<file path="src/rtl/func_arbiter_pkg.sv">
// func_arbiter_pkg: shared types for the function-arbiter call/return protocol.
// Holds the child FSM state encoding, the latched call context and the default
// data widths used by the child-side responder.
package func_arbiter_pkg;

    localparam int THREAD     = 16;
    localparam int PARENT     = 32;
    localparam int SEQ        = 8;
    localparam int ARG_W      = 32;
    localparam int ARG_NUM    = 8;
    localparam int RET_DW     = 32;
    localparam int LOG_THREAD = (THREAD > 1) ? $clog2(THREAD) : 1;
    localparam int LOG_PARENT = (PARENT > 1) ? $clog2(PARENT) : 1;
    localparam int LOG_SEQ    = $clog2(SEQ);

    typedef enum logic [1:0] {
        ST_IDLE = 2'd0,
        ST_RUN  = 2'd1,
        ST_RET  = 2'd2
    } state_t;

    typedef struct packed {
        logic [LOG_THREAD-1:0]    thread;
        logic [LOG_PARENT-1:0]    parent;
        logic [ARG_W-1:0]         pc;
        logic [ARG_NUM*ARG_W-1:0] args;
        logic [LOG_SEQ-1:0]       call_seq;
        logic [1:0]               ret_req;
    } call_ctx_t;

endpackage

</file>
<file path="src/rtl/func_child_ctx_buf.sv">
// func_child_ctx_buf: active call context plus an optional one-entry pending slot.
// Optional feature macro: FUNC_CHILD_CALLBUF_EN (compiles in the pending slot).
// push loads the active slot when it is free, otherwise the pending slot; pop
// retires the active call and promotes the pending one if present.
module func_child_ctx_buf
    import func_arbiter_pkg::*;
(
    input  logic      clk,
    input  logic      rstn,
    input  logic      push,
    input  call_ctx_t din,
    input  logic      pop,
    output call_ctx_t act,
    output logic      full,
    output logic      empty,
    output logic      pending
);

    call_ctx_t act_r;
    logic      act_vld_r;

`ifdef FUNC_CHILD_CALLBUF_EN
    call_ctx_t pend_r;
    logic      pend_vld_r;

    // Active/pending slot update; push is never presented while the pending slot is full.
    always_ff @(posedge clk or negedge rstn) begin
        if (!rstn) begin
            act_r      <= '0;
            act_vld_r  <= 1'b0;
            pend_r     <= '0;
            pend_vld_r <= 1'b0;
        end else if (pop) begin
            if (pend_vld_r) begin
                act_r      <= pend_r;
                pend_vld_r <= 1'b0;
            end else if (push) begin
                act_r     <= din;
                act_vld_r <= 1'b1;
            end else begin
                act_vld_r <= 1'b0;
            end
        end else if (push) begin
            if (!act_vld_r) begin
                act_r     <= din;
                act_vld_r <= 1'b1;
            end else begin
                pend_r     <= din;
                pend_vld_r <= 1'b1;
            end
        end
    end

    assign full    = pend_vld_r;
    assign pending = pend_vld_r;
`else
    // Single active slot: load on push, release on pop.
    always_ff @(posedge clk or negedge rstn) begin
        if (!rstn) begin
            act_r     <= '0;
            act_vld_r <= 1'b0;
        end else if (push) begin
            act_r     <= din;
            act_vld_r <= 1'b1;
        end else if (pop) begin
            act_vld_r <= 1'b0;
        end
    end

    assign full    = act_vld_r;
    assign pending = 1'b0;
`endif

    assign act   = act_r;
    assign empty = !act_vld_r;

endmodule

</file>
<file path="src/rtl/func_child_port.sv">
// func_child_port: child-side responder of the function-arbiter protocol.
// Optional feature macro: FUNC_CHILD_CALLBUF_EN (one pending call may queue
// behind the active one). Drives the kernel ap_ctrl_hs start handshake and
// holds the return channel until the arbiter accepts it.
module func_child_port
    import func_arbiter_pkg::*;
#(
    parameter int THREAD     = 16,
    parameter int PARENT     = 32,
    parameter int SEQ        = 8,
    parameter int ARG_W      = 32,
    parameter int ARG_NUM    = 8,
    parameter int RET_DW     = 32,
    parameter int LOG_THREAD = (THREAD > 1) ? $clog2(THREAD) : 1,
    parameter int LOG_PARENT = (PARENT > 1) ? $clog2(PARENT) : 1,
    parameter int LOG_SEQ    = $clog2(SEQ)
) (
    input  logic                     clk,
    input  logic                     rstn,
    input  logic                     callVld_i,
    input  logic [1:0]               retReq_i,
    input  logic [LOG_THREAD-1:0]    thread_i,
    input  logic [LOG_PARENT-1:0]    parent_i,
    input  logic [ARG_W-1:0]         pc_i,
    input  logic [ARG_NUM*ARG_W-1:0] args_i,
    input  logic [LOG_SEQ-1:0]       callSeq_i,
    output logic                     rdy_o,
    output logic                     ap_start_o,
    input  logic                     ap_ready_i,
    input  logic                     ap_done_i,
    input  logic [RET_DW-1:0]        ap_return_i,
    output logic [ARG_NUM*ARG_W-1:0] args_o,
    output logic [ARG_W-1:0]         pc_o,
    output logic                     done_o,
    output logic                     retVld_o,
    input  logic                     retRdy_i,
    output logic [RET_DW-1:0]        retDin_o,
    output logic [LOG_THREAD-1:0]    retThread_o,
    output logic [LOG_PARENT-1:0]    parentMod_o,
    output logic [LOG_SEQ-1:0]       retSeq_o,
    output logic                     retMode_o,
    output logic                     err_o
);

    state_t    state_r, state_s;
    call_ctx_t cin_s, act_s;
    logic      push_s, pop_s, full_s, empty_s, pending_s;
    logic      enter_run_s, done_ok_s;
    logic      live_r, start_r, done_r, ret_vld_r, ret_mode_r, err_r;
    logic [RET_DW-1:0]     ret_din_r;
    logic [LOG_THREAD-1:0] ret_thread_r;
    logic [LOG_PARENT-1:0] ret_parent_r;
    logic [LOG_SEQ-1:0]    ret_seq_r;

    assign cin_s.thread   = thread_i;
    assign cin_s.parent   = parent_i;
    assign cin_s.pc       = pc_i;
    assign cin_s.args     = args_i;
    assign cin_s.call_seq = callSeq_i;
    assign cin_s.ret_req  = retReq_i;

    // rdy stays low until the first edge after reset so every output resets to 0.
`ifdef FUNC_CHILD_CALLBUF_EN
    assign rdy_o = live_r & !full_s;
`else
    assign rdy_o = live_r & !full_s & (state_r == ST_IDLE);
`endif

    assign push_s    = callVld_i & rdy_o;
    assign done_ok_s = ap_done_i & (state_r == ST_RUN) & !empty_s;

    func_child_ctx_buf u_ctx (
        .clk     (clk),
        .rstn    (rstn),
        .push    (push_s),
        .din     (cin_s),
        .pop     (pop_s),
        .act     (act_s),
        .full    (full_s),
        .empty   (empty_s),
        .pending (pending_s)
    );

    // Next-state, context pop and run-entry decode.
    always_comb begin
        state_s     = state_r;
        pop_s       = 1'b0;
        enter_run_s = 1'b0;
        case (state_r)
            ST_IDLE: begin
                if (push_s) begin
                    state_s     = ST_RUN;
                    enter_run_s = 1'b1;
                end else begin
                    state_s = ST_IDLE;
                end
            end
            ST_RUN: begin
                if (done_ok_s && act_s.ret_req[0]) begin
                    state_s = ST_RET;
                end else if (done_ok_s) begin
                    pop_s = 1'b1;
                    if (pending_s || push_s) begin
                        state_s     = ST_RUN;
                        enter_run_s = 1'b1;
                    end else begin
                        state_s = ST_IDLE;
                    end
                end else begin
                    state_s = ST_RUN;
                end
            end
            ST_RET: begin
                if (retRdy_i) begin
                    pop_s = 1'b1;
                    if (pending_s || push_s) begin
                        state_s     = ST_RUN;
                        enter_run_s = 1'b1;
                    end else begin
                        state_s = ST_IDLE;
                    end
                end else begin
                    state_s = ST_RET;
                end
            end
            default: begin
                state_s = ST_IDLE;
            end
        endcase
    end

    // State register and all registered handshake/return outputs.
    always_ff @(posedge clk or negedge rstn) begin
        if (!rstn) begin
            state_r      <= ST_IDLE;
            live_r       <= 1'b0;
            start_r      <= 1'b0;
            done_r       <= 1'b0;
            ret_vld_r    <= 1'b0;
            ret_din_r    <= '0;
            ret_thread_r <= '0;
            ret_parent_r <= '0;
            ret_seq_r    <= '0;
            ret_mode_r   <= 1'b0;
            err_r        <= 1'b0;
        end else begin
            state_r <= state_s;
            live_r  <= 1'b1;
            done_r  <= done_ok_s;
            err_r   <= err_r | (callVld_i & !rdy_o) | (ap_done_i & !done_ok_s);
            if (enter_run_s) begin
                start_r <= 1'b1;
            end else if ((state_r == ST_RUN) && ap_ready_i) begin
                start_r <= 1'b0;
            end
            if (done_ok_s && act_s.ret_req[0]) begin
                ret_vld_r    <= 1'b1;
                ret_din_r    <= ap_return_i;
                ret_thread_r <= act_s.thread;
                ret_parent_r <= act_s.parent;
                ret_seq_r    <= act_s.call_seq;
                ret_mode_r   <= act_s.ret_req[1];
            end else if ((state_r == ST_RET) && retRdy_i) begin
                ret_vld_r <= 1'b0;
            end
        end
    end

    assign ap_start_o  = start_r;
    assign done_o      = done_r;
    assign retVld_o    = ret_vld_r;
    assign retDin_o    = ret_din_r;
    assign retThread_o = ret_thread_r;
    assign parentMod_o = ret_parent_r;
    assign retSeq_o    = ret_seq_r;
    assign retMode_o   = ret_mode_r;
    assign err_o       = err_r;
    assign args_o      = act_s.args;
    assign pc_o        = act_s.pc;

endmodule

</file>
<file path="config.mk">
export PLATFORM = sky130hd
export DESIGN_NAME = func_child_port
export DESIGN_NICKNAME = d
export VERILOG_FILES = /design/src/rtl/func_arbiter_pkg.sv /design/src/rtl/func_child_ctx_buf.sv /design/src/rtl/func_child_port.sv
export SDC_FILE = /design/constraint.sdc
export NUM_CORES = 1
export LEC_CHECK = 0
export CORE_AREA = 2 2 263 265
export CTS_CLUSTER_SIZE = 20
export DETAILED_ROUTE_END_ITERATION = 8
export DIE_AREA = 0 0 265 267
export MAX_ROUTING_LAYER = met4
export SETUP_SLACK_MARGIN = 0.02
export SLEW_MARGIN = 5
export SYNTH_ARGS = -nofsm -noshare
export SYNTH_HDL_FRONTEND = slang
export SYNTH_SLANG_ARGS = --single-unit
</file>
<file path="constraint.sdc">
create_clock -name clk -period 2.5 [get_ports clk]
set_input_delay 0.25 -clock clk [delete_from_list [all_inputs] [get_ports clk]]
set_output_delay 0.25 -clock clk [all_outputs]
set_load 0.01 [all_outputs]
</file>
After elaboration in Yosys (flattened, before gate mapping)

Cells that the tools add are included.

Bits in registers: 355
Bits of input ports: 340
Output and inout port bits: 338
Word-level logic and storage cells: 59

Equality and inequality tests: 2
Muxes and demuxes: 20
Bitwise logic cells: 9
Reduce and logical (&&, ||, !) cells: 10

Operator list:

| cell                                                                   | number |
|---|---|
| 1-bit two-way mux                                                      | 15 |
| 1-bit AND                                                              | 7 |
| 2-bit case mux with 3 select lines                                     | 1 |
| 2-bit nonzero test                                                     | 3 |
| 2-bit two-way mux                                                      | 2 |
| 1-bit logical AND                                                      | 3 |
| 1-bit logical NOT                                                      | 3 |
| 1-bit case mux with 3 select lines                                     | 1 |
| 2-bit by 1-bit equality test with 1-bit output (second input constant) | 1 |
| 2-bit equality test (second input constant)                            | 1 |
| 2-bit logical NOT                                                      | 1 |
| 1-bit OR                                                               | 2 |
| 1-bit case mux with 2 select lines                                     | 1 |

Depth between registers and ports, before layout

Gate-level depths: netlist (run 1).

Word-level depth: 9
Mapped depth: 7

Modules after synthesis

Synthesis (run 1) repeated with hierarchy kept, for this count alone.

Cell total of the unflattened synthesis: 778
Area, all modules: 14552.7 sq um

Modules (own cells, without submodules):

| module             | times used | cells each | area each (sq um) | sequential area each (sq um) |
|---|---|---|---|---|
| func_child_ctx_buf | 1          | 643        | 12383.1           | 7582.3 |
| func_child_port    | 1          | 135        | 2169.6            | 1301.2 |

Least setup slack after synthesis (run 1)

Ideal clock, no wire load.

Path kind: register to register
Start point: register state_r[0]
End point: register u_ctx.act_r (netlist bit u_ctx.act[113])
Library setup time: 0.125 ns
Arrival time: 1.474 ns
Data required time: 2.375 ns
Slack: 0.901 ns
Stages on the path, launching flop included: 8
Buffers on the path: 3
Period minus slack after synthesis: 1.599 ns
Cells stage by stage: dfrtp_1 -> inv_1 -> ha_1 -> nand4b_4 -> buf_6 -> buf_8 -> buf_8 -> mux2_4

Word-level cells in the longest chain between the ends: 3

RTL lines:

| element                | RTL line                 | text |
|---|---|---|
| start, declared        | func_child_port.sv:45    | `state_t state_r, state_s;` |
| start signal, assigned | func_child_port.sv:147   | `state_r <= state_s;` |
| 2-bit logical NOT      | func_child_port.sv:66    | `assign rdy_o = live_r & !full_s & (state_r == ST_IDLE);` |
| 1-bit AND              | func_child_port.sv:66    |  |
| 1-bit AND              | func_child_port.sv:69    | `assign push_s = callVld_i & rdy_o;` |
| end signal, assigned   | func_child_ctx_buf.sv:63 | `act_r <= din;` |
| end, declared          | func_child_ctx_buf.sv:19 | `call_ctx_t act_r;` |

Every way passes these cells.
A chain may end at the register's enable or synchronous reset.

Worst setup path after layout (run 1)

Start point: register state_r[1]
End point: output rdy_o

Word-level cells in the longest chain between the ends: 2

RTL lines:

| element           | RTL line              | text |
|---|---|---|
| 2-bit logical NOT | func_child_port.sv:66 |  |
| 1-bit AND         | func_child_port.sv:66 |  |
| end, declared     | func_child_port.sv:27 | `output logic rdy_o,` |

Every way passes these cells.

==> metrics.md, run 1 <==
| Metric | Value |
|---|---|
| Outcome | completed |
| Congestion Overflow GR | 0 |
| Vias in the first global route | 10442 |
| Placeable Area | 67990 um2 |
| Placed Instances | 2335 |
| Final Hold Viols | 0 |
| Syn_nets | 1398 |
| Global-route wire length before repair | 66.72 mm |
| Pre-CTS setup slack | 378.9 ps |
| Sequential area share after synthesis | 0.5380 |
| Residual DRC | 0 |
| Area contributors post-synth | dfrtp_1 54%, mux2_4 22%, buf_4 13%, mux2_2 6.8%, buf_6 1.2% |
| CTS resizes | 0 |
| Tot Pwr | 0.02709 W |
| Core Util, Final | 0.3507 |
| Worst vdd ir | 676.3 uV |
| Slew Viols, Final | 0 |
| Gate Count Post-Synth | 1054 |
| Clk root buf | clkbuf_16 |
| Initial core utilization | 0.2429 |
| Initial antenna violation count | 2 |
| Clock sinks | 355 |
| Leakage | 11.31 nW |
| GPL Wtd Cong | 0.8069 |
| HPWL after detailed placement | 34.47 mm |
| Num CTS Buffers | 43 |
| Worst setup SP type | register |
| Req. time, crit path | 2250 ps |
| Post-DR vias/cell | 3.828 |
| Die X | 265 um |
| Synth warn | 0 |
| Net count, final | approximately 1800 |
| Pwr dens | 1136 nW/um2 |
| Post-synth EDFFs | 0 |
| Clk slew on worst S/H paths | 60 ps |
| Num ports | 678 |
| Die area | 70760 um2 |
| Synth Area per Inst | 15.66 um2 |
| Htree depth | 2 |
| Tmin final | 2265 ps |
| Slew HR | 0.5461 |
| Part of the cycle the worst path needs | 0.9061 |
| IO buf count | 677 |
| Routed vias | between 9000 and 10000 |
| Maximum clock path buffer count | 3 |
| Setup violations, final | 0 |
| Dominant cell type by area after synthesis | dfrtp_1 |
| Clk_lat worst skew | 550 ps |
| Worst-Margin Slew | 680.8 ps |
| Async SR Flop Fraction | 1.000 |
| Critical Path Sink Type | output port |
| DR iter-0 viols | ~290 |
| DR pass1 iterations | 4 |
| Total wire length | 44.87 mm |
| Final Skew | ~17 ps |
| Worst endpoint data arrival time | 2020 ps |
| CTS tree | done |
| CP Max Fanout | 3 |
| Row count | 96 |
| Post-synth top area share | 0.5380 |
| RSZ-0062 raised after global routing | no |
| Synth Flop Type | dfrtp_1 |
| Worst Setup Slack, final | 234.9 ps |
| Postcts setup bufs | 0 |
| Synth top cells by count | 355 x dfrtp_1, 288 x buf_4, 247 x mux2_4 |
| Total Neg Setup Slack | 0 ps |
| Pin count of the biggest net entering global routing | 76 |
| Share of cells above drive strength 1 | 0.3052 |
| Finished Layout Cells | ~2400 |
| Wire per inst | 18.60 um |
| HP Class | primary input to register |
| Critical path class | register to output port |
| Synth Cell Area | around 17000 um2 |
| Max-Cap Viols | 0 |
| Post-route antenna net violation count | 0 |
| Most numerous cell in the Yosys netlist | dfrtp_1 |
| Tot GR Track Use | 0.1262 |
| Synthesized flop and latch total | 355 |
| Max Clock Freq | ~440 MHz |
| Layout area overhead | 44.40% |
| Die H | 267 um |
| Yosys cell types | 25 |
[per-stage QoR]
stage | hold slack (ps) | cell area (um2)
floorplan | -45.59 | 16510
global placement | 305.5 | 22370
detailed placement | 324.5 | 22370
CTS | 258.1 | 23840
global route | 274.1 | 23840
finish | 306.5 | 23840
[cell usage in the layout (no fill, tap or decap), types with 2 or more instances in the layout]
| master | instances |
|---|---|
| dfrtp_1 | 355 |
| clkinvlp_4 | 2 |
| nand2_1 | 3 |
| ha_1 | 4 |
| clkbuf_1 | 8 |
| clkbuf_8 | 12 |
| buf_4 | 32 |
| mux2_2 | 100 |
| bufinv_16 | 3 |
| nand2b_1 | 2 |
| clkinv_2 | 6 |
| clkbuf_16 | 45 |
| inv_1 | 4 |
| buf_12 | 16 |
| mux2_4 | 247 |
| clkdlybuf4s50_1 | 676 |
[layout make-up]
cell class                      count  area (um2)
Clock inverter                     11       135.1
Sequential cell                   355        8884
Inverter                            4       15.01
Clock buffer                       65        1321
Antenna cell                        1       2.502
Fill cell                        6551       44140
Tap cell                          882        1104
Multi-Input combinational cell    369        5029
Timing Repair Buffer              726        7352
[flip-flops by register name (all words and copies together), names as in the netlist]
signal,count
ap_start_o,1
retVld_o,1
retDin_o,32
retSeq_o,3
parentMod_o,5
retThread_o,4
err_o,1
state_r,2
retMode_o,1
done_o,1
u_ctx.act,302
live_r,1
u_ctx.full,1
[what timing repair did]
item                                   4_1_cts  5_1_grt
hold buffers                                 1        0
endpoints found under the hold margin       59        0
setup endpoints to repair                    0        0
[routing by layer]
layer / global-route usage / share of wire / vias to the layer above
met1: 0.1442 / 0.39 / 4649
met2: 0.2182 / 0.52 / 339
met4: 0.04337 / 0.028 / 0
met5: - / 0 / -
met3: 0.02795 / 0.058 / 82
li1: - / - / 4167
[final timing paths]
kind                                            from                         end  slack, ps  cells after the start
max in group asynchronous                       rstn  u_ctx.act[274]$_DFFE_PN0N_       1430                      3
worst min-delay path                     args_i[108]  u_ctx.act[113]$_DFFE_PN0N_        310                      2
min in group asynchronous                       rstn   u_ctx.act[36]$_DFFE_PN0N_        340                      2
worst min register to register       err_o$_DFF_PN0_             err_o$_DFF_PN0_        490                      1
worst max register to register  state_r[1]$_DFF_PN0_  u_ctx.act[125]$_DFFE_PN0N_        450                      6
worst max-delay path            state_r[1]$_DFF_PN0_                       rdy_o        230                      5
[logic make-up after synthesis]
group / count (synthesis) / share of synthesized area
DFF: 355 / 0.5380
adders and majority gates: 4 / 0.003031
AOI/OAI and AO/OA: 7 / 0.003486
muxes: 347 / 0.2928
other: 1 / 0.0002271
buffers and inverters: 330 / 0.1574
and+or+nand+nor: 10 / 0.005002
[worst max-delay path, stage by stage, from the launching register on]
cell	delay, ps
dfrtp_1	400
inv_1	100
ha_1	230
nand3b_1	120
inv_1	70
clkdlybuf4s50_1	540
[report_power, final]
| part | internal (W) | leakage [nW] | total, W | switching [W] |
|---|---|---|---|---|
| sequential | 0.00831 | 4.70 | 0.00990 | 0.00160 |
| combinational | 0.00728 | 5.89 | 0.0108 | 0.00351 |
| clock | 0.00394 | 0.716 | 0.00640 | 0.00246 |
Note: power is estimated with default switching activity, not from simulation.
==> run 2: changes to the inputs <==
--- a/config.mk
+++ b/config.mk
@@ -5,6 +5,7 @@
 export SDC_FILE = /design/constraint.sdc
 export NUM_CORES = 1
 export LEC_CHECK = 0
+export CAP_MARGIN = 20
 export CORE_AREA = 2 2 263 265
 export CTS_CLUSTER_SIZE = 20
 export DETAILED_ROUTE_END_ITERATION = 8
==> results of run 2 <==
No change in the layout: final DEF, timing and power equal those of run 1.
==> run 3: changes to the inputs <==
--- a/config.mk
+++ b/config.mk
@@ -5,11 +5,12 @@
 export SDC_FILE = /design/constraint.sdc
 export NUM_CORES = 1
 export LEC_CHECK = 0
+export ABC_AREA = 1
 export CAP_MARGIN = 20
-export CORE_AREA = 2 2 263 265
+export CORE_AREA = 2 2 266 268
 export CTS_CLUSTER_SIZE = 20
 export DETAILED_ROUTE_END_ITERATION = 8
-export DIE_AREA = 0 0 265 267
+export DIE_AREA = 0 0 268 270
 export MAX_ROUTING_LAYER = met4
 export SETUP_SLACK_MARGIN = 0.02
 export SLEW_MARGIN = 5
==> metrics.md, run 3 <==
| Metric | Value |
|---|---|
| Area contributors post-synth | dfrtp_1 57%, nand2_1 24%, buf_4 14%, buf_2 2.0%, o21ai_0 0.74% |
| Share of cells above drive strength 1 | 0.05588 |
| Syn_nets | about 2100 |
| CP top delay family | buffers and inverters |
| Post-synth EDFFs | 0 |
| Initial antenna violation count | 4 |
| Post-route antenna net violation count | 0 |
| Initial core utilization | 0.2237 |
| RSZ-0062 raised after global routing | no |
| Htree depth | 2 |
| Critical Path Sink Type | output port |
| Dpl cell area | 21430 um2 |
| Part of the cycle the worst path needs | 0.9093 |
| Die H | 270 um |
| Residual DRC | 0 |
| DR pass1 iterations | 4 |
| Vias in the first global route | 12523 |
| CP bufs+invs | 2 |
| Outcome | completed |
| Slew HR | 0.5965 |
| Sequential area share after synthesis | 0.5710 |
| Worst setup SP type | register |
| Wire per inst | 14.93 um |
| HPWL after detailed placement | 34.30 mm |
| Congestion Overflow GR | 0 |
| Final Skew | 11.99 ps |
| Multi-input combinational cell area | 4058 um2 |
| Crit-path slowest cell | clkdlybuf4s50_1 |
| CP Max Fanout | 3 |
| DR iter-0 viols | 571 |
| Post-DR vias/cell | 3.796 |
| Fillers | roughly 7000 |
| Max-Cap Viols | 0 |
| Most common cell after layout, fill and taps aside | nand2_1 |
| Critical path class | register to output port |
| Synth Area per Inst | 8.725 um2 |
| Routed vias | roughly 12000 |
| Leakage | between 10 and 15 nW |
| Tot GR Track Use | 0.1315 |
| Total wire length | about 47 mm |
| Req. time, crit path | 2250 ps |
| Placeable Area | 69540 um2 |
| Post-synth top area share | 0.5710 |
| Layout area overhead | 47.27% |
| Synth warn | 0 |
| CTS resizes | 0 |
| Most frequent cells in the layout | 1011 x nand2_1, 676 x clkdlybuf4s50_1, 355 x dfrtp_1 |
| Most numerous cell in the Yosys netlist | nand2_1 |
| CTS tree | done |
| Net count, final | 2530 |
| Worst endpoint data arrival time | 2020 ps |
| Synth Cell Area | 15560 um2 |
| Row count | 97 |
| Clock sinks | 355 |
| Synth Flop Type | dfrtp_1 |
| Pwr dens | 1185 nW/um2 |
| Yosys cell types | 18 |
| Global-route wire length before repair | 72.39 mm |
| Worst vdd ir | between 600 and 700 uV |
| Max FFs per register | 302 |
| Maximum clock path buffer count | 3 |
| Tmin final | 2273 ps |
| Worst-Margin Slew | 605.2 ps |
| Clk_lat worst skew | 550 ps |
| Die area | approximately 72000 um2 |
| Clk slew on worst S/H paths | approximately 60 ps |
| Final Hold Viols | 0 |
| Max Clock Freq | ~440 MHz |
| Fin area | 22910 um2 |
| Worst path cell trace | inv_1 -> ha_1 -> nand2_1 -> nor2_4 -> clkdlybuf4s50_1 |
| Area occupied by registers | ~8900 um2 |
| Gate Count Post-Synth | about 1800 |
| GPL Wtd Cong | 0.8034 |
| Num CTS Buffers | 43 |
| Total Neg Setup Slack | 0 ps |
| Pin count of the biggest net entering global routing | 100 |
| Async SR Flop Fraction | 1.000 |
| Synth top cells by count | 1011 x nand2_1, 355 x dfrtp_1, 291 x buf_4 |
| Clk root buf | clkbuf_16 |
| Worst stage delay on the critical path | 600 ps |
| Num ports | between 600 and 700 |
| Synthesized flop and latch total | 355 |
| Dominant cell type by area after synthesis | dfrtp_1 |
| Setup violations, final | 0 |
| HP Class | primary input to register |
| IO buf count | 677 |
| Slew Viols, Final | 0 |
| Die X | 268 um |
run 3: cell count changes after synthesis, sizes merged, moves of 2 or more:
cell / change
nor2: +2
nand2b: -2
nand2: +1009
mux2: -347
clkbuf: +6
buf: +31
inv: +14
a21oi: +2
o21ai: +23
run 3: power by group:
part	internal, W	switching [W]
logic	0.00600	0.00485
clock network	0.00385	0.00255
registers	0.00842	0.00148
run 3: worst reg2reg max path: stages (launching register included):
cell,delay [ps]
dfrtp_1,400
inv_1,90
ha_1,140
nand2_1,80
nor2_4,170
nand2_8,200
inv_8,300
buf_12,350
nand2_1,170
nand2_1,80
run 3: cells by family (layout without fill, tap and decap cells):
family | count (synthesis) | after routing | share of synthesized area
simple gates | 1016 | 1016 | 0.2479
other cells | 1 | 3 | 0.0002410
compound gates | 26 | 26 | 0.008606
flops | 355 | 355 | 0.5710
buf+inv | 381 | 817 | 0.1691
fa+ha+maj | 4 | 4 | 0.003217
run 3: final timing paths:
| path | start | to | slack [ps] | depth (start not counted) |
|---|---|---|---|---|
| max reg2reg | state_r[0]$_DFF_PN0_ | u_ctx.act[290]$_DFFE_PN0N_ | 460 | 9 |
| min | args_i[252] | u_ctx.act[257]$_DFFE_PN0N_ | 220 | 3 |
| min reg2reg | retDin_o[19]$_DFFE_PN0P_ | retDin_o[19]$_DFFE_PN0P_ | 470 | 2 |
| max in group asynchronous | rstn | u_ctx.act[52]$_DFFE_PN0N_ | 1430 | 3 |
| max | state_r[0]$_DFF_PN0_ | rdy_o | 230 | 5 |
| min in group asynchronous | rstn | u_ctx.act[86]$_DFFE_PN0N_ | 270 | 2 |
run 3: per-stage QoR:
stage / setup slack (ps) / utilization / total power (W) / hold WS (ps) / std cells
floorplan: 1038 / - / 0.01675 / -45.59 / 1783
global placement: 502.3 / 0.3082 / 0.02082 / 267.8 / 3080
detailed placement: 452.3 / 0.3082 / 0.02092 / 269.3 / 3080
CTS: 161.6 / 0.3294 / 0.02760 / 172.5 / 3159
global route: 114.1 / 0.3294 / 0.02897 / 192.1 / 3161
finish: 226.8 / 0.3294 / 0.02715 / 223.2 / 3161
run 3: layout make-up:
class,instances,share of cell area
Tap cell,940,0.05134
Clock buffer,58,0.05478
Timing Repair Buffer,721,0.3165
Inverter,18,0.003277
Multi-Input combinational cell,1047,0.1771
Sequential cell,355,0.3877
Clock inverter,20,0.009011
Antenna cell,2,0.0002184
run 3: layer usage:
layer	up-vias	global-route usage	share of wire
li1	5883	-	-
met1	5547	0.1482	0.40
met2	492	0.2206	0.48
met3	76	0.04121	0.090
met4	0	0.04205	0.026
met5	-	-	0
run 3: what timing repair did:
item                      in CTS  in global routing
hold endpoints to repair      52                  0
hold buffers                   1                  0
buffers inserted               0                  0
